$ cat src/rtl/kv_store_wb.sv
// kv_store_wb: Wishbone-mapped key-value store with a fixed-latency sequential scan
module kv_store_wb #(
  parameter int          KEY_W     = 16,
  parameter int          VAL_W     = 32,
  parameter int          DEPTH     = 8,
  parameter logic [31:0] ADDR_BASE = 32'h3000_0000
) (
  input  logic        wb_clk_i,
  input  logic        wb_rst_ni,
  input  logic        wbs_stb_i,
  input  logic        wbs_cyc_i,
  input  logic        wbs_we_i,
  input  logic [3:0]  wbs_sel_i,
  input  logic [31:0] wbs_dat_i,
  input  logic [31:0] wbs_adr_i,
  output logic        wbs_ack_o,
  output logic [31:0] wbs_dat_o,
  output logic        irq_o,
  output logic        busy_o
);
  localparam int CW = $clog2(DEPTH + 1);
  localparam int IW = $clog2(DEPTH);
  localparam logic [1:0] IDLE = 2'd0, SCAN = 2'd1, COMMIT = 2'd2;
  localparam logic [1:0] OP_PUT = 2'd0, OP_GET = 2'd1, OP_DEL = 2'd2, OP_CLEAR = 2'd3;
  logic [KEY_W-1:0] key_r;
  logic [VAL_W-1:0] val_in, val_out;
  logic [KEY_W-1:0] keys [DEPTH];
  logic [VAL_W-1:0] vals [DEPTH];
  logic [DEPTH-1:0] valid;
  logic [CW-1:0]    count;
  logic [1:0]       state, op;
  logic [IW-1:0]    idx, hit_idx, free_idx;
  logic             hit_f, free_f, hit, err, ovr, irq;
  logic             sel_blk, busy, wr, unused;
  logic [2:0]       reg_idx;
  logic [31:0]      status, rd_data;

  assign sel_blk = wbs_stb_i & wbs_cyc_i & (wbs_adr_i[31:8] == ADDR_BASE[31:8]);
  assign reg_idx = wbs_adr_i[4:2];
  assign busy    = state != IDLE;
  assign wr      = wbs_ack_o & sel_blk & wbs_we_i;
  assign status  = {{(16 - CW){1'b0}}, count, 12'd0, ovr, err, hit, busy};
  assign busy_o  = busy;
  assign irq_o   = irq;
  assign unused  = ^{wbs_adr_i[7:5], wbs_adr_i[1:0]};

  function automatic logic [31:0] merge(input logic [31:0] old, input logic [31:0] nw, input logic [3:0] be);
    logic [31:0] r;
    for (int b = 0; b < 4; b++) r[8*b +: 8] = be[b] ? nw[8*b +: 8] : old[8*b +: 8];
    return r;
  endfunction

  // Register read mux; unmapped and write-only words read as zero
  always_comb
    rd_data = reg_idx == 3'd0 ? 32'(key_r) :
              reg_idx == 3'd1 ? 32'(val_in) :
              reg_idx == 3'd3 ? status :
              reg_idx == 3'd4 ? 32'(val_out) : 32'd0;

  // Single-cycle ack with a mandatory low cycle after it; read data only alongside ack
  always_ff @(posedge wb_clk_i or negedge wb_rst_ni)
    if (!wb_rst_ni) begin
      wbs_ack_o <= 1'b0;
      wbs_dat_o <= '0;
    end else begin
      wbs_ack_o <= sel_blk & ~wbs_ack_o;
      wbs_dat_o <= (sel_blk & ~wbs_ack_o & ~wbs_we_i) ? rd_data : '0;
    end

  // Register writes (taken in the ack cycle), command FSM and the entry store
  always_ff @(posedge wb_clk_i or negedge wb_rst_ni)
    if (!wb_rst_ni) begin
      state    <= IDLE;
      op       <= OP_PUT;
      idx      <= '0;
      hit_idx  <= '0;
      free_idx <= '0;
      hit_f    <= 1'b0;
      free_f   <= 1'b0;
      hit      <= 1'b0;
      err      <= 1'b0;
      ovr      <= 1'b0;
      irq      <= 1'b0;
      key_r    <= '0;
      val_in   <= '0;
      val_out  <= '0;
      valid    <= '0;
      count    <= '0;
      for (int i = 0; i < DEPTH; i++) begin
        keys[i] <= '0;
        vals[i] <= '0;
      end
    end else begin
      irq <= 1'b0;
      if (wr && reg_idx <= 3'd2 && busy) ovr <= 1'b1;
      else if (wr) begin
        if (reg_idx == 3'd0) key_r <= KEY_W'(merge(32'(key_r), wbs_dat_i, wbs_sel_i));
        if (reg_idx == 3'd1) val_in <= VAL_W'(merge(32'(val_in), wbs_dat_i, wbs_sel_i));
        if (reg_idx == 3'd2 && wbs_sel_i[0]) begin
          op     <= wbs_dat_i[1:0];
          idx    <= '0;
          hit_f  <= 1'b0;
          free_f <= 1'b0;
          if (wbs_dat_i[1:0] == OP_CLEAR) begin
            valid <= '0;
            count <= '0;
            state <= COMMIT;
          end else state <= SCAN;
        end
        if (reg_idx == 3'd3 && wbs_sel_i[0]) begin
          if (wbs_dat_i[3]) ovr <= 1'b0;
          if (wbs_dat_i[2]) err <= 1'b0;
        end
      end
      if (state == SCAN) begin
        if (valid[idx] && keys[idx] == key_r) begin
          hit_f   <= 1'b1;
          hit_idx <= idx;
        end
        if (!valid[idx] && !free_f) begin
          free_f   <= 1'b1;
          free_idx <= idx;
        end
        if (idx == IW'(DEPTH - 1)) state <= COMMIT;
        else idx <= idx + 1'b1;
      end else if (state == COMMIT) begin
        state <= IDLE;
        irq   <= 1'b1;
        hit   <= hit_f & (op != OP_CLEAR);
        if (op == OP_PUT) begin
          if (hit_f) vals[hit_idx] <= val_in;
          else if (free_f) begin
            keys[free_idx]  <= key_r;
            vals[free_idx]  <= val_in;
            valid[free_idx] <= 1'b1;
            if (count != CW'(DEPTH)) count <= count + 1'b1;
          end else err <= 1'b1;
        end
        if (op == OP_GET && hit_f) val_out <= vals[hit_idx];
        if (op == OP_DEL && hit_f) begin
          valid[hit_idx] <= 1'b0;
          if (count != '0) count <= count - 1'b1;
        end
      end
    end
endmodule
$ cat config.mk
export PLATFORM = sky130hd
export DESIGN_NAME = kv_store_wb
export DESIGN_NICKNAME = d
export VERILOG_FILES = /design/src/rtl/kv_store_wb.sv
export SDC_FILE = /design/constraint.sdc
export NUM_CORES = 1
export LEC_CHECK = 0
export BUFFER_PORTS_ARGS = -buffer_cell sky130_fd_sc_hd__buf_2
export CORE_UTILIZATION = 50
export DETAILED_ROUTE_END_ITERATION = 6
export PLACE_DENSITY = 0.73
export SLEW_MARGIN = 20
export SYNTH_ARGS = -nofsm -noshare
export SYNTH_HDL_FRONTEND = slang
export SYNTH_SLANG_ARGS = --single-unit
$ cat constraint.sdc
create_clock -name wb_clk_i -period 5.8 [get_ports wb_clk_i]
set_clock_uncertainty 0.2 [all_clocks]
set_input_delay 0.58 -clock wb_clk_i [delete_from_list [all_inputs] [get_ports wb_clk_i]]
set_output_delay 0.58 -clock wb_clk_i [all_outputs]
set_load 0.05 [all_outputs]
After elaboration in Yosys (flattened, before gate mapping)
Index checks and enable logic that the tools add are counted.
{"block": "classes", "n_shift": 0, "n_mux": 89, "reduce_logical": 36, "bitwise_logic": 18, "add_sub_neg": 3, "n_eq_ne": 14, "order_cmp": 11, "multipliers": 0, "div": 0}
{"operator": "$bwmux 256", "count": 2}
{"operator": "$mux 256", "count": 2}
{"operator": "$mux 32", "count": 9}
{"operator": "$demux 32 s3", "count": 2}
{"operator": "$bwmux 128", "count": 1}
{"operator": "$bmux 32 s3", "count": 1}
{"operator": "$mux 8", "count": 12}
{"operator": "$bmux 16 s3", "count": 1}
{"operator": "$demux 16 s3", "count": 1}
{"operator": "$mux 16", "count": 3}
{"operator": "$mux 4", "count": 12}
{"operator": "$mux 1", "count": 28}
{"operator": "$reduce_and 4->1", "count": 7}
{"operator": "$eq 24x22->1 const B", "count": 1}
{"operator": "$eq 16x16->1", "count": 1}
{"operator": "$mux 3", "count": 5}
{"operator": "$mux 2", "count": 7}
{"operator": "$ge 4x4->1 const B", "count": 3}
{"operator": "$logic_and 1x1->1", "count": 12}
{"operator": "$lt 3x4->1 const B", "count": 3}
{"operator": "$not 3->4", "count": 3}
{"operator": "$reduce_bool 2->1", "count": 5}
{"operator": "$reduce_and 3->1", "count": 3}
{"operator": "$and 8x8->8", "count": 1}
{"operator": "25 further kinds", "count": 46}
{"block": "word_totals", "output_inout_bits": 35, "elab_cells": 209, "latchBits": 0, "memories": 0, "mem_bits_rw": 0, "regBits": 528, "rom_bits": 0}

Logic depth before layout (Yosys ltp)
Gate-level depths: netlist (run 1).
{"block": "logic_depth", "word_depth": 17, "ltp_mapped": 10, "mapped_depth_nobuf": 7}

Worst setup path before layout (run 1)
No wires, ideal clock.
{"block": "synth_path", "path_type": "flip-flop to flip-flop", "startpoint": "register idx[1]", "endpoint": "register hit_idx[0]", "period_less_slack_ns": 2.809, "stages_incl_launch_ff": 9, "path_slack_ns": 2.991, "setup_time_ns": 0.125, "required_time_ns": 5.475, "t_arrival_ns": 2.484, "path_cell_list": "dfrtp_1 -> buf_2 -> buf_2 -> buf_1 -> mux4_2 -> nor3_1 -> nand3_1 -> nor4_4 -> mux2_4"}
{"block": "synth_between", "elab_chain_len": 7, "elab_cells_between_ends": 9, "cone_classes": "1 x eq/ne; 5 x mux; 1 x bitwise; 2 x reduce/logical"}
{"item": "start, declared", "line": "32", "source": "logic [IW-1:0] idx, hit_idx, free_idx;"}
{"item": "start signal, assigned", "line": "125", "source": "else idx <= idx + 1'b1;"}
{"item": "$not 3->4 (not written as such)", "line": "116", "source": "if (valid[idx] && keys[idx] == key_r) begin"}
{"item": "$bmux 16 s3", "line": "116"}
{"item": "$mux 16 (not written as such) (2 in series)", "line": "116"}
{"item": "$eq 16x16->1", "line": "116"}
{"item": "$logic_and 1x1->1 *", "line": "116"}
{"item": "$reduce_and 2->1 (no source line) *"}
{"item": "end signal, assigned", "line": "118", "source": "hit_idx <= idx;"}
{"item": "end, declared", "line": "32"}
Mark *: on every way between the ends. The rest lies on a longest branch, timed or not. The select of a mux whose other input is x is not followed.
A chain may end at the register's enable or synchronous reset.

Worst setup path after layout (run 1)
{"block": "layout_path", "startpoint": "register idx[0]", "endpoint": "register hit_idx[0]"}
{"block": "layout_between", "elab_chain_len": 7, "elab_cells_between_ends": 9, "cone_classes": "1 x eq/ne; 5 x mux; 1 x bitwise; 2 x reduce/logical"}
{"item": "$not 3->4 (not written as such)", "line": "116"}
{"item": "$bmux 16 s3", "line": "116"}
{"item": "$mux 16 (not written as such) (2 in series)", "line": "116"}
{"item": "$eq 16x16->1", "line": "116"}
{"item": "$logic_and 1x1->1", "line": "116"}
{"item": "$reduce_and 2->1 (no source line)"}
Parallel ways exist; a longest one is shown, timed or not. The select of a mux whose other input is x is not followed.

==> summary.md, run 1 <==
For this design the ratio of total power to cell area is 281 nW/µm². The synthesized area per cell was 13.8 µm²; the fraction of met1 tracks used by global routing was 0.333. The number of routed nets with antenna violations is 0, and the number of input and output port buffers inserted is 102. The number of violations of the max-capacitance limit came out at 0. After detailed routing, the number of vias per cell comes to 6.09. The final hold violation count came out at 0. Synthesis inferred 528 register bits.

Area growth from synthesis to final layout: 12.9%. After detailed routing, the number of remaining DRC violations is 0. The tools report the initial antenna violation count as 0. The run gives 5 as the number of iterations in the first detailed-routing pass. Worst hold margin: 0.0289 ns. The clock network latency to the later pin of the worst-skew pair was 0.61 ns; the y dimension of the die was 217 µm. Counting along the longest clock path gives a buffer depth of 3.

Measured along the x axis, the die boundary spans 217 µm. Of all nets on the critical path, the largest fanout is 33. The average wire per standard cell was 23.4 µm. The global-route track usage on met3 came out at 0.0327.

During synthesis, Yosys emitted a total of 0 warnings. Summing all non-filler instances in the final layout gives an area of 26,100 µm². For the total inserted antenna cells, the log shows 0. For this block, the initial DRC count from the detailed router was 980.

The run gives 0.508 as the effective utilization at floorplan. Setup repair after global routing left no endpoint under its margin. Routability-driven placement finished with a final weighted congestion of 0.818.

Summed over all layers, the global routing overflow is 0. The I/O pin count is 108. Via count of the first global-routing pass: 15,100. The layout cell share with drive strength beyond 1 is 0.406. The final count of pins violating max slew came out at 0. Total die area: 47,000 µm². The run gives 88,000 µm as the global-route wire length before repair. The cell area that synthesis handed to floorplanning was 23,100 µm². The run finished with clean final reports. The tools report the top achievable clock speed as 264 MHz. For the total number of nets in the final design, the log shows 1,810. Summed over all cells, the static leakage comes to 12.6 nW. Global-route met2 utilization: 0.403. Setup violations remaining at the end of the flow were counted as 0.

In the layout the commonest cells are sky130_fd_sc_hd__dfrtp_1, sky130_fd_sc_hd__mux2_2, sky130_fd_sc_hd__buf_2. The normalized max-slew margin came out at 0.209. For the worst path arrival time, the log shows 4.08 ns. In this run the standard cell core region covers 45,500 µm². Sink count of the clock tree: 528.

The leading cell type in the layout, fill and taps excluded is sky130_fd_sc_hd__dfrtp_1. Counting every instance in the synthesized netlist gives 1,677. By startpoint and endpoint, the worst setup path is classified as reg2reg.

The count of standard-cell rows came out at 78. The worst-case vdd ir drop was 0.000220 V; the count of flip-flops with a built-in enable after synthesis was 0. The number of clock buffers added by TritonCTS is 54. The routed design has 55,700 µm of wire.

The routed layout has 14,500 vias. The top flip-flop cell by instance count after synthesis is sky130_fd_sc_hd__dfrtp_1. The tools report the number of gates given a new drive strength after cts as 0. The most used routing layer was met2.

The wire-length estimate of the detail-placed layout is 32,600 µm. The tools report the endpoint class of the critical path as a flop. The part of the cycle the worst path needs was 0.653; the number of unique standard cell types used by synthesis was 50.

The path class of the tightest hold or removal check is in2reg. Entering global routing, the biggest net connects 155 pins. The sequential fraction of the synthesis area is 0.572. The tools report the maximum level of the CTS H-tree as 2. Counting I/O delays and the setup requirement, the final critical path takes 3.79 ns. The tree is rooted in a sky130_fd_sc_hd__clkbuf_16. For the total global-route track usage, the log shows 0.243.

STA classifies the critical path startpoint as a flop. STA puts the critical path data required time at 6.09 ns. The placed instances occupy a cell area of 24,100 µm². For the final-layout setup total negative slack, the log shows 0 ns. At the pin with the least slew margin, the transition time is 1.18 ns. TritonCTS built the clock tree. The async set or reset register ratio after synthesis is 1.00. After clock tree synthesis, the clock-pin slew on the worst setup and hold paths is 0.06 ns. For the number of nets produced by synthesis, the log shows 1,754.
cell type report:
type	instances	area, µm²
clock buffers	83	1640
clock inverters	19	166
fillers	3668	19400
inverters	7	26.3
multi-input cells	989	9280
flip-flops and latches	528	13200
well taps	600	751
repair buffers	153	986
synthesized netlist by cell type (all sizes together) (5+ instances only):
cell type	number	area [µm²]
a22o	37	324
a21oi	26	130
a32oi	6	52.6
nor3b	5	47.5
clkbuf	89	334
nand4	37	231
mux2i	42	420
nor2	70	265
o21ai	10	50.1
a22oi	86	646
buf	64	288
nor4	9	71.3
dfrtp	528	13200
mux4	30	676
xnor2	6	52.6
mux2	447	5040
o21a	32	240
xor2	12	105
inv	6	22.5
nand2	39	146
a221oi	32	280
nor3	9	50.1
nor2b	6	37.5
nand3	13	65.1
a31oi	5	31.3
registers in the layout, indices dropped and copies added, names as in the netlist:
signal / flops
valid: 8
err: 1
state: 2
ovr: 1
hit_idx: 3
vals: 256
val_out: 32
count: 4
key_r: 16
idx: 3
wbs_ack_o: 1
irq_o: 1
free_idx: 3
wbs_dat_o: 32
hit: 1
val_in: 32
keys: 128
free_f: 1
op: 2
hit_f: 1
worst max-delay path, stage by stage, from the launching register on:
cell	delay [ns]
sky130_fd_sc_hd__dfrtp_2	1.03
sky130_fd_sc_hd__buf_4	0.44
sky130_fd_sc_hd__mux2i_1	0.12
sky130_fd_sc_hd__mux4_2	0.47
sky130_fd_sc_hd__xnor2_1	0.16
sky130_fd_sc_hd__nor3_1	0.20
sky130_fd_sc_hd__nand3_1	0.16
sky130_fd_sc_hd__nor4_4	0.53
sky130_fd_sc_hd__mux2_4	0.35
logic make-up (layout without fill, tap and decap cells):
| kind of cell | count (synthesis) | in the layout | share of synthesized area |
|---|---|---|---|
| multiplexers | 519 | 519 | 0.266 |
| AND/OR/NAND/NOR | 207 | 207 | 0.0460 |
| XOR/XNOR | 18 | 18 | 0.00683 |
| AO/OA/AOI/OAI | 241 | 241 | 0.0785 |
| buffers and inverters | 160 | 262 | 0.0281 |
| flip-flops | 528 | 528 | 0.572 |
| adder cells (fa/ha/maj) | 4 | 4 | 0.00217 |
report_power, final:
group / internal, W / total [W] / leakage, nW / switching [W]
Sequential: 0.00368 / 0.00368 / 7.31 / 0.000000000000272
Clock: 0.00204 / 0.00349 / 0.903 / 0.00145
Combinational: 0.0000367 / 0.000140 / 4.41 / 0.000103
Total: 0.00576 / 0.00731 / 12.6 / 0.00156
per-stage QoR:
| step | setup WS [ns] | instances | utilization | total power (W) |
|---|---|---|---|---|
| 2_1_floorplan | 2.99 | 1677 | - | 0.00377 |
| 3_3_place_gp | 1.79 | 2259 | 0.529 | 0.00388 |
| 3_5_place_dp | 1.68 | 2259 | 0.529 | 0.00389 |
| 4_1_cts | 1.94 | 2379 | 0.573 | 0.00737 |
| 5_1_grt | 1.77 | 2379 | 0.573 | 0.00753 |
| 6_report | 2.01 | 2379 | 0.573 | 0.00731 |
worst paths after layout:
check | start | to | slack [ns] | depth (start not counted)
max | idx[0] | hit_idx[0] | 2.01 | 8
min | wbs_dat_i[9] | key_r[9] | 0.03 | 2
max reg2reg | idx[0] | hit_idx[0] | 2.01 | 8
min reg2reg | val_out[2] | val_out[2] | 0.29 | 1
max in group asynchronous | wb_rst_ni | vals[36] | 3.71 | 3
min in group asynchronous | wb_rst_ni | keys[93] | 0.39 | 2
per-layer routing:
layer | part of all wire | vias up
met3 | 0.042 | 92
met4 | 0.025 | 0
met1 | 0.44 | 7765
met5 | 0 | -
li1 | - | 6300
met2 | 0.49 | 339
timing repair:
item                                    in CTS  in global routing
buffers inserted                             0                  0
endpoints found under the hold margin       96                  0
hold buffers                                18                  0
endpoints found under the setup margin       0                  0
Power figures use the tool's default switching activity.
==> inputs of run 2 (changes only) <==
==> constraint.sdc (replaced) <==
create_clock -name wb_clk_i -period 3.9 [get_ports wb_clk_i]
set_clock_uncertainty 0.2 [all_clocks]
set_input_delay 0.39 -clock wb_clk_i [delete_from_list [all_inputs] [get_ports wb_clk_i]]
set_output_delay 0.39 -clock wb_clk_i [all_outputs]
set_load 0.05 [all_outputs]
==> run 2 against run 1 <==
Compared with the run above: wire length rose by 0.93%; sequential power grew 49%; first-iteration DRC count is 19% higher; sequential share of layout area down 0.98 points; cell area grew 2.0%; clock power increased by 49%; setup slack lost 1.9 ns; core utilization up 1.1 points; total power rose by 49%; combinational power rose by 67%; via count grew 0.91%; largest power group unchanged; highest routed layer unchanged.
==> summary.md, run 2 (synthesis results as in run 1) <==
Number of routed nets with antenna violations: 0 (unchanged). The maximum level of the CTS H-tree was 2 (unchanged); the final count of pins violating max slew was 0 (unchanged). Classification of the worst-slack hold path: in2reg. The logs give 0 (unchanged) for the final hold violation count and 108 (unchanged) for the I/O pin count. Effective utilization at floorplan: 0.508 (unchanged). Total inserted antenna cells: 0 (unchanged).

The total die area came out at 47,000 µm² (unchanged). The count of routing violations after the opening detailed-route iteration is 1,164 (+19%). The top cell types in the final layout, fill and taps aside, are sky130_fd_sc_hd__dfrtp_1, sky130_fd_sc_hd__mux2_2, sky130_fd_sc_hd__buf_2. The library cell used most frequently in the layout, excluding fill and tap cells, is sky130_fd_sc_hd__dfrtp_1.

The largest registers in the layout are vals x256, keys x128. Setup repair after global routing left no endpoint under its margin. The run finished with clean final reports. The total half-perimeter wirelength after legalization and detailed placement is 33,500 µm (+2.8%), and the area of the core is 45,500 µm² (unchanged).

The minimum clock period after layout was 3.77 ns; the flip-flop count of the largest register, all copies and words added was 256 (unchanged). The final core utilization is 0.584 (+0.0113), and the setup fix buffers added after clock tree synthesis is 0 (unchanged). For the wire length reported by the detailed router, the log shows 56,200 µm (+0.93%).

The worst hold margin came out at 0.0682 ns (+0.0393 ns). Clock root buffer: sky130_fd_sc_hd__clkbuf_16. The part of the cycle the worst path needs is 0.966. The tools report the layout filler cell count as 3,589 (-2.2%).

The clock network latency to the later pin of the worst-skew pair is 0.62 ns (about the same), and the count of standard-cell rows is 78 (unchanged). The y dimension of the die is 217 µm (unchanged), and the number of endpoints failing setup at the final stage is 0 (unchanged). The number of input and output port buffers inserted was 102 (unchanged); the data required time of the critical path was 4.19 ns (-1.90 ns). The total grt overflow was 0 (unchanged); the area growth from synthesis to final layout was 15.2%.

Total global-route track usage: 0.247 (+0.00335). The power density over the cells is 410 nW/µm² (+46%). Pin count of the biggest net entering global routing: 104 (-33%). TritonCTS built the clock tree. The number of violations of the max-capacitance limit was 0 (unchanged); the global placement routability congestion was 0.843 (+3.0%). The number of vias per cell came out at 6.03 (-1.1%). The worst setup path is captured at a flop.

For the total number of nets in the final design, the log shows 1,859 (+2.7%). The slew at the pin with the worst max-slew slack is 1.01 ns (-0.170 ns). The worst-case vdd ir drop is 0.000388 V (+76%).

The startpoint-to-endpoint class of the critical path is in2reg. The die boundary width was 217 µm (unchanged); the worst path arrival time was 4.06 ns (-0.02 ns). The run gives 0 (unchanged) as the remaining design rule violation count. The total leakage power came out at 12.9 nW (+1.9%).

The nature of the critical path startpoint was an input pin. vals holds more flip-flops than any other register. Clock slew seen by the registers of the worst setup and hold paths: 0.06 ns (about the same). Maximum number of buffers from clock root to sink: 3 (unchanged). The final-layout setup total negative slack is 0 ns (unchanged). The run gives 5 (unchanged) as the number of iterations in the first detailed-routing pass. The number of buffers created by CTS is 54 (unchanged), and the layout cell share with drive strength beyond 1 is 0.408 (+0.00136). The normalized max-slew margin is 0.321 (+0.112). The maximum fanout encountered on the critical timing path is 8 (-76%). Top achievable clock speed: 265 MHz.

Initial antenna violation count: 0 (unchanged). The global-route wire length before repair is 89,300 µm (+1.4%), and the average wire per standard cell is 23.2 µm (-1.1%). The total vias in the final route is 14,600 (+0.91%), and the sink count of the clock tree is 528 (unchanged). For the via count of the first global-routing pass, the log shows 15,400 (+2.2%).
run 2: cell count changes in the layout (fill, tap and decap cells not counted), moves of 2 or more:
cell / previous run / this run
sky130_fd_sc_hd__buf_12: 3 / 10
sky130_fd_sc_hd__buf_4: 30 / 51
sky130_fd_sc_hd__bufinv_16: 2 / 4
sky130_fd_sc_hd__clkbuf_1: 11 / 16
sky130_fd_sc_hd__clkbuf_8: 18 / 10
sky130_fd_sc_hd__dlygate4sd3_1: 18 / 39
sky130_fd_sc_hd__inv_6: 2 / 0
run 2: worst paths after layout:
check                          endpoint  slack (ns)           from  depth (start not counted)
min in group asynchronous      keys[72]        0.25      wb_rst_ni                          2
max reg2reg                  hit_idx[2]        0.49         idx[0]                          7
min reg2reg                         hit        0.29            hit                          2
min                                 ovr        0.07       wbs_we_i                          5
max in group asynchronous  wbs_dat_o[0]        2.26      wb_rst_ni                          3
max                           val_in[5]        0.13  wbs_adr_i[24]                          9
run 2: layout make-up:
class                   instances  area (µm²)  area share
clock inverters                21         259     0.00974
well taps                     600         751      0.0282
flip-flops and latches        528       13200       0.497
multi-input cells             989        9290       0.349
repair buffers                202        1490      0.0562
clock buffers                  80        1550      0.0583
inverters                       7        26.3    0.000989
run 2: report_power, final:
group               switching, W  total (W)  leakage (nW)  internal [W]
combinational           0.000159   0.000234          4.67     0.0000750
clock                    0.00216    0.00519         0.889       0.00303
sequential     0.000000000000350    0.00548          7.31       0.00548
total                    0.00232     0.0109          12.9       0.00858
run 2: critical path: stages:
cell and delay [ns]:
sky130_fd_sc_hd__dlygate4sd3_1 0.53, sky130_fd_sc_hd__buf_2 0.12, sky130_fd_sc_hd__nor4bb_1 0.26, sky130_fd_sc_hd__dlygate4sd3_1 0.58, sky130_fd_sc_hd__nand3_1 0.10, sky130_fd_sc_hd__nor4_1 0.62, sky130_fd_sc_hd__and3b_1 0.64, sky130_fd_sc_hd__nand2_1 0.42
sky130_fd_sc_hd__mux2_2 0.38
run 2: repair_timing:
action	CTS	global route
endpoints found under the setup margin	0	2
endpoints found under the hold margin	148	0
resized for setup	0	1
hold buffers	39	0
run 2: routing by layer:
| layer | track usage | vias to the layer above | wire, µm |
|---|---|---|---|
| li1 | - | 6391 | - |
| met1 | 0.337 | 7745 | 24600 |
| met2 | 0.406 | 384 | 27600 |
| met3 | 0.0309 | 108 | 2450 |
| met4 | 0.0918 | 0 | 1520 |
| met5 | 0 | - | 0 |
run 2: through the flow:
step	total power, W	setup slack [ns]	cells	cell area [µm²]
6_report	0.0109	0.132	2427	26600
5_1_grt	0.0113	0.108	2427	26600
4_1_cts	0.0110	0.191	2427	26600
3_5_place_dp	0.00579	0.453	2287	24400
3_3_place_gp	0.00578	0.475	2287	24400
2_1_floorplan	0.00561	1.09	1677	23100
==> inputs of run 3 (changes only) <==
--- a/config.mk
+++ b/config.mk
@@ -6,9 +6,9 @@
 export NUM_CORES = 1
 export LEC_CHECK = 0
 export BUFFER_PORTS_ARGS = -buffer_cell sky130_fd_sc_hd__buf_2
-export CORE_UTILIZATION = 50
+export CORE_UTILIZATION = 40
 export DETAILED_ROUTE_END_ITERATION = 6
-export PLACE_DENSITY = 0.73
+export PLACE_DENSITY = 0.62
 export SLEW_MARGIN = 20
 export SYNTH_ARGS = -nofsm -noshare
 export SYNTH_HDL_FRONTEND = slang
==> run 3 against run 2 <==
Compared with the run above: total power rose by 0.96%; clock power is 2% higher; setup slack improved by 0.22 ns.
==> summary.md, run 3 (synthesis results as in run 1) <==
The flow ran to the end, and the final reports show no timing, DRC or antenna violations. The worst setup path is launched from an input pin. TritonCTS built the clock tree. The area of the core was 56,700 µm² (+25%); the maximum level of the CTS H-tree was 2 (unchanged).

The run gives 58,500 µm (+4.0%) as the wire length reported by the detailed router. The slew at the pin with the worst max-slew slack came out at 0.725 ns (-0.288 ns). The number of vias per cell works out to 5.67 (-5.9%). The layout cell share with drive strength beyond 1 is 0.411 (+0.00286), and the remaining design rule violation count is 0 (unchanged).

The final-layout setup total negative slack is 0 ns (unchanged), and the global-route wire length before repair is 93,500 µm (+4.7%). The via count of the first global-routing pass is 15,600 (+0.93%). The endpoint class of the critical path is a flop. The post-route worst setup slack came out at 0.348 ns (+0.216 ns). The count of routing violations after the opening detailed-route iteration came out at 1,007 (-13%). The largest incremental delay on the critical path works out to 0.58 ns (-0.06 ns).

The logs give 0 (unchanged) for the total grt overflow and 2,581 (+6.3%) for the number of standard cells in the layout, taps in and fillers out. Multi-input combinational cell area: 9310 µm² (+0.22%). The number of endpoints failing setup at the final stage is 0 (unchanged).

The total instance count after detailed placement is 2,444 (+6.9%), and the maximum number of buffers from clock root to sink is 3 (unchanged). The worst hold margin was 0.0364 ns (-0.0318 ns); the worst path arrival time was 3.85 ns (-0.21 ns). The layout filler cell count is 4,989 (+39%), and the number of routed nets with antenna violations is 0 (unchanged).

Leaving out fill and tap cells, the most frequent cell in the layout is sky130_fd_sc_hd__dfrtp_1. The tools report the pin count of the biggest net entering global routing as 88 (-15%). In this design, the critical path's most frequently occurring cell is sky130_fd_sc_hd__dlygate4sd3_1. The number of buffers created by CTS came out at 55 (+1.9%). Setup repair after global routing left no endpoint under its margin.

The number of input and output port buffers inserted was 102 (unchanged); the final hold violation count was 0 (unchanged). The sink count of the clock tree is 528 (unchanged), and the number of iterations in the first detailed-routing pass is 5 (unchanged). Sequential cell area: 13,200 µm² (unchanged).

The critical path starts at wbs_adr_i[24]. The total half-perimeter wirelength after legalization and detailed placement is 34,800 µm (+3.8%). For the count of standard-cell rows, the log shows 87 (+12%). The worst-case vdd ir drop was 0.000397 V (+2.6%).

The worst setup path is of the in2reg kind. Among cell families on the critical path, the largest total delay comes from simple AND/OR/NAND/NOR gates. The minimum clock period after layout is 3.55 ns (-0.216 ns).

The maximum fanout encountered on the critical timing path was 8 (unchanged). The worst hold path begins at wbs_we_i. The top achievable clock speed was 282 MHz (+6.1%); the area growth from synthesis to final layout was 16.1%. The logs give 0.204 (-0.0421) for the total global-route track usage and 14,600 (+0.062%) for the total vias in the final route. For the global placement routability congestion, the log shows 0.807 (-4.3%). The data required time of the critical path was 4.20 ns (about the same). The flip-flop count of the largest register, all copies and words added came out at 256 (unchanged).

The effective utilization at floorplan was 0.407 (-0.101); the normalized max-slew margin was 0.517 (+0.196). The final count of pins violating max slew is 0 (unchanged), and the average wire per standard cell is 22.7 µm (-2.2%). The clock slew seen by the registers of the worst setup and hold paths is 0.06 ns (about the same), and the initial antenna violation count is 1 (+1).

In this run the critical register-to-register path is launched from idx[0]. For the pre-CTS worst setup slack, the log shows 0.404 ns (-0.0487 ns). The y dimension of the die came out at 242 µm (+12%). The tree is rooted in a sky130_fd_sc_hd__clkbuf_16.

For the setup fix buffers added after clock tree synthesis, the log shows 0 (unchanged). Clock network latency to the later pin of the worst-skew pair: 0.62 ns (about the same). The part of the cycle the worst path needs is 0.911 (-0.0553). The largest registers in the layout are vals x256, keys x128. The tools report the I/O pin count as 108 (unchanged). The total die area came out at 58,700 µm² (+25%). The power density over the cells is 411 nW/µm² (+0.13%). On the critical path, the stage with the largest delay is an instance of sky130_fd_sc_hd__dlygate4sd3_1. Traced cell by cell, the critical path runs through dlygate4sd3_1 > buf_2 > nor4bb_1 > dlygate4sd3_1 > nand3_1 > nor4_1 > buf_4 > and3b_1 > nand2_1 > mux2_2. The die boundary width was 242 µm (+12%). The combined buffer and inverter count along the critical path works out to 4 (+1).

vals holds more flip-flops than any other register. For the total number of nets in the final design, the log shows 1,860 (+0.054%). In this run the worst hold path is classified as in2reg. The number of violations of the max-capacitance limit was 0 (unchanged). The library cells used most frequently in the layout, excluding fill and tap cells, are sky130_fd_sc_hd__dfrtp_1, sky130_fd_sc_hd__mux2_2, sky130_fd_sc_hd__buf_2. The total leakage power was 12.9 nW (+0.10%).

The minimum setup slack among reg-to-reg paths is 0.39 ns (-0.10 ns).
## run 3: worst register-to-register path, stage by stage (launching register included)
cell and delay, ns:
sky130_fd_sc_hd__dfrtp_2 0.84, sky130_fd_sc_hd__buf_4 0.37, sky130_fd_sc_hd__mux2i_1 0.12, sky130_fd_sc_hd__mux4_2 0.50
sky130_fd_sc_hd__nor3_1 0.31, sky130_fd_sc_hd__nand3_1 0.19, sky130_fd_sc_hd__nor4_4 0.52, sky130_fd_sc_hd__mux2_4 0.34
## run 3: cell type report
class	count	share of cell area
Antenna cell	1	0.0000934
Clock buffer	86	0.0620
Clock inverter	12	0.00654
Inverter	7	0.000980
Multi-Input combinational cell	989	0.347
Sequential cell	528	0.493
Tap cell	756	0.0353
Timing Repair Buffer	202	0.0547
## run 3: path summary, 6_finish.rpt
| check | end | cells after the start |
|---|---|---|
| max reg2reg | hit_idx[1] | 7 |
| min in group asynchronous | keys[120] | 2 |
| max | val_in[24] | 10 |
| min reg2reg | val_out[5] | 1 |
| min | ovr | 5 |
| max in group asynchronous | val_in[31] | 3 |
## run 3: timing repair
action / in CTS / in global routing
gates resized for setup: 0 / 1
hold buffers: 38 / 0
setup endpoints to repair: 0 / 1
hold endpoints to repair: 132 / 0
## run 3: per-stage QoR
stage	area, µm²	power, W	util
finish	26800	0.0110	0.473
global route	26800	0.0114	0.473
CTS	26800	0.0111	0.472
detailed placement	24600	0.00579	0.433
global placement	24600	0.00579	0.433
floorplan	23100	0.00561	-
## run 3: routing by layer
| metal | vias up | GRT usage | part of all wire |
|---|---|---|---|
| met4 | 0 | 0.0625 | 0.023 |
| li1 | 6393 | - | - |
| met1 | 7857 | 0.279 | 0.45 |
| met5 | - | 0 | 0 |
| met3 | 81 | 0.0280 | 0.042 |
| met2 | 306 | 0.338 | 0.49 |
## run 3: power breakdown
group          internal, W      switching [W]  total (W)  leakage [nW]
Sequential         0.00548  0.000000000000331    0.00548          7.31
Combinational    0.0000739           0.000159   0.000233          4.67
Clock              0.00312            0.00217    0.00530         0.903
Total              0.00868            0.00233     0.0110          12.9
